### config.mk
export PLATFORM = sky130hd
export DESIGN_NAME = prog_clk_div
export DESIGN_NICKNAME = d
export VERILOG_FILES = /design/src/rtl/prog_clk_div.sv
export SDC_FILE = /design/constraint.sdc
export NUM_CORES = 1
export LEC_CHECK = 0
export CORE_ASPECT_RATIO = 1.4
export CORE_MARGIN = 1
export CORE_UTILIZATION = 45
export CTS_BUF_LIST = sky130_fd_sc_hd__clkbuf_8
export DETAILED_ROUTE_END_ITERATION = 16
export GPL_TIMING_DRIVEN = 0
export PLACE_DENSITY = 0.62
export SYNTH_ARGS = -nofsm -noshare
export SYNTH_HDL_FRONTEND = slang
export SYNTH_SLANG_ARGS = --single-unit
export TNS_END_PERCENT = 100
### constraint.sdc
create_clock -name clk_100mhz -period 10.5 [get_ports clk_100mhz]
set_input_delay 2.1 -clock clk_100mhz [delete_from_list [all_inputs] [get_ports clk_100mhz]]
set_output_delay 2.1 -clock clk_100mhz [all_outputs]
set_load 0.02 [all_outputs]
### src/rtl/prog_clk_div.sv
// Runtime-programmable clock divider / tone source: square wave plus end-of-period tick.
// New divisors are taken through a valid/ready port and applied only at a period boundary.
module prog_clk_div #(
  parameter int          CNT_W     = 32,
  parameter int unsigned RESET_DIV = 100000
) (
  input  logic             clk_100mhz,
  input  logic             rst,
  input  logic             enable,
  input  logic             restart,
  input  logic [CNT_W-1:0] div_in,
  input  logic             div_valid,
  output logic             div_ready,
  output logic             clk_out,
  output logic             tick,
  output logic [CNT_W-1:0] active_div
);

  typedef enum logic {
    S_IDLE = 1'b0,
    S_RUN  = 1'b1
  } state_t;

  state_t           state;
  logic [CNT_W-1:0] cnt;
  logic             pending;
  logic [CNT_W-1:0] pend_div;

  logic             accept;
  logic             go_idle;
  logic             wrap;
  logic             boundary;
  logic [CNT_W-1:0] in_clamped;
  logic [CNT_W-1:0] div_next;
  logic [CNT_W-1:0] cnt_inc;

  // Handshake: a divisor transfers on a posedge where div_valid && div_ready.
  // div_ready is the registered inverse of pending, so the source must hold
  // div_valid/div_in until it sees ready; a pending value is never overwritten.
  always_comb begin
    accept     = div_valid && div_ready;
    in_clamped = (div_in == CNT_W'(1)) ? CNT_W'(2) : div_in;
    go_idle    = !enable || (active_div == '0);
    wrap       = (state == S_RUN) && (cnt == active_div - CNT_W'(1));
    boundary   = (state == S_IDLE) || restart || wrap;
    div_next   = pending ? pend_div : active_div;
    cnt_inc    = cnt + CNT_W'(1);
  end

  always_ff @(posedge clk_100mhz) begin
    if (rst) begin
      state      <= S_IDLE;
      cnt        <= '0;
      active_div <= CNT_W'(RESET_DIV);
      pending    <= 1'b0;
      pend_div   <= '0;
      clk_out    <= 1'b0;
      tick       <= 1'b0;
      div_ready  <= 1'b1;
    end else begin
      if (go_idle) begin
        state   <= S_IDLE;
        cnt     <= '0;
        clk_out <= 1'b0;
        tick    <= 1'b0;
        if (pending) begin
          active_div <= pend_div;
          pending    <= 1'b0;
          div_ready  <= 1'b1;
        end
      end else if (boundary) begin
        // Start of a fresh period: first cycle after idle, restart, or wrap.
        cnt        <= '0;
        tick       <= 1'b0;
        active_div <= div_next;
        pending    <= 1'b0;
        div_ready  <= 1'b1;
        if (div_next == '0) begin
          state   <= S_IDLE;
          clk_out <= 1'b0;
        end else begin
          state   <= S_RUN;
          clk_out <= 1'b1;
        end
      end else begin
        cnt     <= cnt_inc;
        clk_out <= (cnt_inc < (active_div >> 1));
        tick    <= (cnt_inc == active_div - CNT_W'(1));
      end

      // Acceptance only happens with pending clear, so it never collides with an apply.
      if (accept) begin
        pending   <= 1'b1;
        pend_div  <= in_clamped;
        div_ready <= 1'b0;
      end
    end
  end

endmodule
* Yosys cells after proc, flatten, opt, wreduce, memory -nomap -nowiden
Cells that the tools add are included.
** Storage, ports and cells
- Flip-flop bits (word level) :: 101
- Latch bits :: 0
- Bits in writable memories :: 0
- ROM bits :: 0
- Input bits :: 37
- Logic and storage cells :: 42
- Memories :: 0
** Operators by class
- Add/subtract/negate cells :: 2
- Multipliers :: 0
- Div/mod/pow operators :: 0
- $lt $le $gt $ge :: 1
- Equal/unequal tests :: 4
- Shifts and indexed selects :: 0
- Mux-type cells :: 13
- Bitwise operators :: 1
- Reduce and logical (&&, ||, !) cells :: 13
** Operators with widths (number)
- $mux W32 :: 4
- $eq A32 B32 Y1 :: 2
- $logic_not A32 Y1 :: 2
- $add A32 B1 Y32 const B :: 1
- $eq A32 B1 Y1 const B :: 1
- $lt A32 B31 Y1 :: 1
- $sub A32 B1 Y32 const B :: 1
- $mux W1 :: 9
- $logic_or A1 B1 Y1 :: 3
- $ne A3 B3 Y1 const B :: 1
- $reduce_bool A3 Y1 :: 1
- $reduce_or A3 Y1 :: 1
- $logic_and A1 B1 Y1 :: 2
- $reduce_and A2 Y1 :: 1
- $reduce_bool A2 Y1 :: 1
- $reduce_or A2 Y1 :: 1
- $logic_not A1 Y1 :: 1
- $not A1 Y1 :: 1

* Longest topological paths before layout
- Word-level depth :: 7
- Gate-level depth with buffers :: 16
- Gate-level depth less buffers :: 16

* Least setup slack after synthesis
Ideal clock, no wire load.
- Kind :: register to register
- Start :: register active_div[0]
- End :: register tick
- Library setup time :: 0.087 ns
- Arrival time :: 3.448 ns
- Setup slack :: 6.965 ns
- Stages on the path, launching flop included :: 15
- Path buffers :: 3
- Cell sequence :: dfxtp_1 > inv_1 > ha_1 > or3b_2 > clkbuf_1 > or4_4 > nor3_2 > xnor3_1 > and4b_1 > nand4_1 > o21ai_2 > or3_1 > buf_2 > buf_6 > nor4b_4
** On the way
- Cells in the longest elaborated chain, start to end :: 5
- Elaborated cells on any way between the ends :: 8
- Classes of those cells :: add/sub: 1; eq/ne: 2; reduce/logical: 5
** Ends and longest elaborated chain
- start, declared :: RTL line 16 : output logic [CNT_W-1:0] active_div
- start signal, assigned :: RTL line 54 : active_div <= CNT_W'(RESET_DIV);
- start signal, assigned :: RTL line 67 : active_div <= pend_div;
- start signal, assigned :: RTL line 75 : active_div <= div_next;
- $sub A32 B1 Y32 :: RTL line 44, 88
- $eq A32 B32 Y1 :: RTL line 44 : wrap = (state == S_RUN) && (cnt == active_div - CNT_W'(1));
- $logic_and A1 B1 Y1 :: RTL line 44
- $logic_or A1 B1 Y1 :: RTL line 45 : boundary = (state == S_IDLE) || restart || wrap;
- $reduce_or A3 Y1 (no source line)
- end signal, assigned :: RTL line 88 : tick <= (cnt_inc == active_div - CNT_W'(1));
- end, declared :: RTL line 15 : output logic tick,
Parallel ways exist; a longest one is shown, timed or not.
A chain may end at the register's enable or synchronous reset.

* Worst setup path in the final report
- Start :: register active_div[0]
- End :: register pending
** On the way
- Cells in the longest elaborated chain, start to end :: 5
- Elaborated cells on any way between the ends :: 9
- Classes of those cells :: add/sub: 1; eq/ne: 1; mux: 2; reduce/logical: 5
** Ends and longest elaborated chain
- $sub A32 B1 Y32 :: RTL line 44
- $eq A32 B32 Y1 :: RTL line 44
- $logic_and A1 B1 Y1 :: RTL line 44
- $logic_or A1 B1 Y1 :: RTL line 45
- $reduce_bool A3 Y1 (no source line)
- end signal, assigned :: RTL line 55 : pending <= 1'b0;
- end signal, assigned :: RTL line 68 : pending <= 1'b0;
- end signal, assigned :: RTL line 76 : pending <= 1'b0;
- end, declared :: RTL line 26 : logic pending;
Parallel ways exist; a longest one is shown, timed or not.

==> results.sh <==
export IMPL_outcome="completed"
export IMPL_die_width_um=107.1
export IMPL_grt_pass1_wl_um=35340
export IMPL_first_pass_iters=5
export IMPL_drv_slew=0
export IMPL_critPathLaunchType="flip-flop"
export IMPL_grt_ovfl_total=0
export IMPL_synthTopCellsByArea="dfxtp_1 (29%), xnor2_1 (9.9%), ha_1 (5.9%)"
export IMPL_rsz0062_at_grt="false"
export IMPL_cp_required_ps=10750
export IMPL_critPathCaptureType="flip-flop"
export IMPL_post_drt_wl_per_cell_um=19.54
export IMPL_finClkSkew_ps=9.230
export IMPL_viasPerCell=5.838
export IMPL_wirelength_um=22370
export IMPL_cts_buffers=9
export IMPL_htree_levels=3
export IMPL_tightest_slew_ps=1164
export IMPL_vias=6685
export IMPL_cts_resized=0
export IMPL_critPathKind="flip-flop to flip-flop"
export IMPL_synth_flop_cell="dfxtp_1"
export IMPL_post_cts_buffers=0
export IMPL_yosysTopAreaCell="dfxtp_1"
export IMPL_ys_types=66
export IMPL_cts_tree="built"
export IMPL_r2r_cells=14
export IMPL_synth_top_area_share_pct=29.06
export IMPL_power_leakage_nw=2.975
export IMPL_worstHoldPathType="flip-flop to flip-flop"
export IMPL_yosysSeqAreaShare_pct=29.06
export IMPL_antenna_found_initial=0
export IMPL_drive_gt1_share_pct=4.827
export IMPL_tns_ps=0
export IMPL_place_port_buffers=70
export IMPL_start_util_pct=46.21
export IMPL_total_power_w=0.0008249
export IMPL_setup_worst_path_start="active_div[0]"
export IMPL_min_period_ps=4737
export IMPL_cts_root_buf="clkbuf_8"
export IMPL_synth_xor_area_share_pct=14.44
export IMPL_holdPathStages=2
export IMPL_synth_common_cells="dfxtp_1 (101), nand2_1 (95), xnor2_1 (79)"
export IMPL_netlist_area_um2=6957
export IMPL_fin_crit_sh_pct=45.12
export IMPL_die_area_um2=15970
export IMPL_yosys_warnings=0
export IMPL_cts_path_max_buffers=2
export IMPL_finalSetupViolations=0
export IMPL_rows=53
export IMPL_synth_fp_nets=937
export IMPL_core_area_um2=15050
export IMPL_fin_area_um2=8114
export IMPL_fmaxAchievable_mhz=211.1
export IMPL_die_height_um=149.1
export IMPL_timing_rr_start="active_div[0]"
export IMPL_drv_cap=0
export IMPL_postSynth_asyncResetShare_pct=0
export IMPL_grt_pass1_vias=6499
export IMPL_drc_errors=0
export IMPL_clock_sinks=101
export IMPL_grt_max_degree=19
export IMPL_path_max_fanout=10
export IMPL_diodes=0
export IMPL_ir_drop_v=0.00006013
export IMPL_yosysMostFrequentCell="dfxtp_1"
export IMPL_dp_hpwl_um=17900
export IMPL_ctsHoldBuffers=0
export IMPL_netlist_instances=867
export IMPL_syn_avg_cell_area_um2=8.024
export IMPL_clk_pin_slew_ps=110
export IMPL_min_delay_start="pend_div[0]"
export IMPL_synth_mux_area_share_pct=0.7554
export IMPL_synth_simple_area_share_pct=25.13
export IMPL_synth_edf_count=0
export IMPL_relSlewSlack_pct=21.71
export IMPL_final_nets=1018
export IMPL_io_pins=72
export IMPL_drt_iter0_markers=346
export IMPL_synth_compound_gate_area_share_pct=18.06
export IMPL_placed_area_um2=7898
export IMPL_finalHoldViolations=0
export IMPL_track_usage_pct=28.89
export IMPL_synth_seq_cells=101
export IMPL_clkLatencyLatePin_ps=390
export IMPL_area_growth_pct=16.64
export IMPL_fill_cells=1477
export IMPL_place_congestion=0.8870
export IMPL_p_per_area_nw_per_um2=101.7
export IMPL_synthAdderAreaFrac_pct=5.935
export IMPL_ant_nets=0
export IMPL_synth_top_family_by_area="simple AND/OR/NAND/NOR gates"
export IMPL_crit_arrival_ps=4990
==> power breakdown <==
group | internal, W | switching (W) | leakage, nW
Combinational | 0.0000559 | 0.0000793 | 2.04
Sequential | 0.000396 | 0.0000148 | 0.822
Clock | 0.000122 | 0.000157 | 0.111
Total | 0.000573 | 0.000251 | 2.97
==> through the flow <==
| step | setup WS [ps] | instances | hold slack [ps] | util, % |
|---|---|---|---|---|
| after floorplan | 6965 | 867 | 444.3 | - |
| after global placement | 5803 | 1129 | 458.9 | 52.46 |
| after detailed placement | 5830 | 1129 | 464.5 | 52.46 |
| after CTS | 5809 | 1145 | 479.1 | 53.90 |
| after global routing | 5478 | 1145 | 504.6 | 53.90 |
| final | 5763 | 1145 | 477.5 | 53.90 |
==> registers in the layout, indices dropped and copies added, names as in the netlist <==
signal      cells
active_div     32
clk_out         1
cnt            32
div_ready       1
pend_div       32
pending         1
state           1
tick            1
==> cell families (layout without fill, tap and decap cells) <==
family | after synthesis | after routing
and+or+nand+nor | 325 | 325
AOI/OAI and AO/OA | 178 | 178
buffers and inverters | 115 | 201
xor gates and xnor gates | 110 | 110
DFF | 101 | 101
adders and majority gates | 33 | 33
muxes | 5 | 5
==> final timing paths <==
| kind | end | slack (ps) |
|---|---|---|
| max | pending | 5760 |
| min | pend_div[0] | 480 |
| max reg2reg | pending | 5760 |
| min reg2reg | pend_div[0] | 480 |
==> final cells by class <==
cell class              count  area (um2)  share of cell area, %
flip-flops and latches    101        2022                  24.92
clock inverters             6       78.83                 0.9715
repair buffers             70       700.7                  8.635
multi-input cells         651        4474                  55.14
inverters                  55       206.4                  2.544
well taps                 192       240.2                  2.961
clock buffers              10       137.6                  1.696
plain buffers              60       254.0                  3.130
==> cells in the final DEF (no fill, tap or decap), drive strengths merged, types with 28 or more instances in the layout <==
cell	Yosys	routed
xnor2	79	79
nand2	95	95
o31ai	29	29
a21oi	43	43
inv	55	58
ha	33	33
nor2	43	43
clkbuf	46	56
nor4	43	43
clkdlybuf4s50	0	70
o2111ai	28	28
dfxtp	101	101
xor2	28	28
==> worst max-delay path: stages (launching register included) <==
cell and delay (ps):
dfxtp_1 390, inv_1 200, ha_1 270, or3b_2 450, clkbuf_1 210, nor4_2 760
and3_1 310, o211ai_1 120, nor4_1 400, nand4_1 170, o21ai_2 440, or3_1 170
buf_2 210, buf_2 370, o22ai_1 130
==> per-layer routing <==
layer	up-vias	part of all wire (%)	global-route usage, %
li1	3308	-	-
met1	3134	42	35.72
met2	205	50	51.32
met3	38	4.7	3.495
met4	0	2.8	9.863
met5	-	0	0
(Power assumes the default switching activity.)
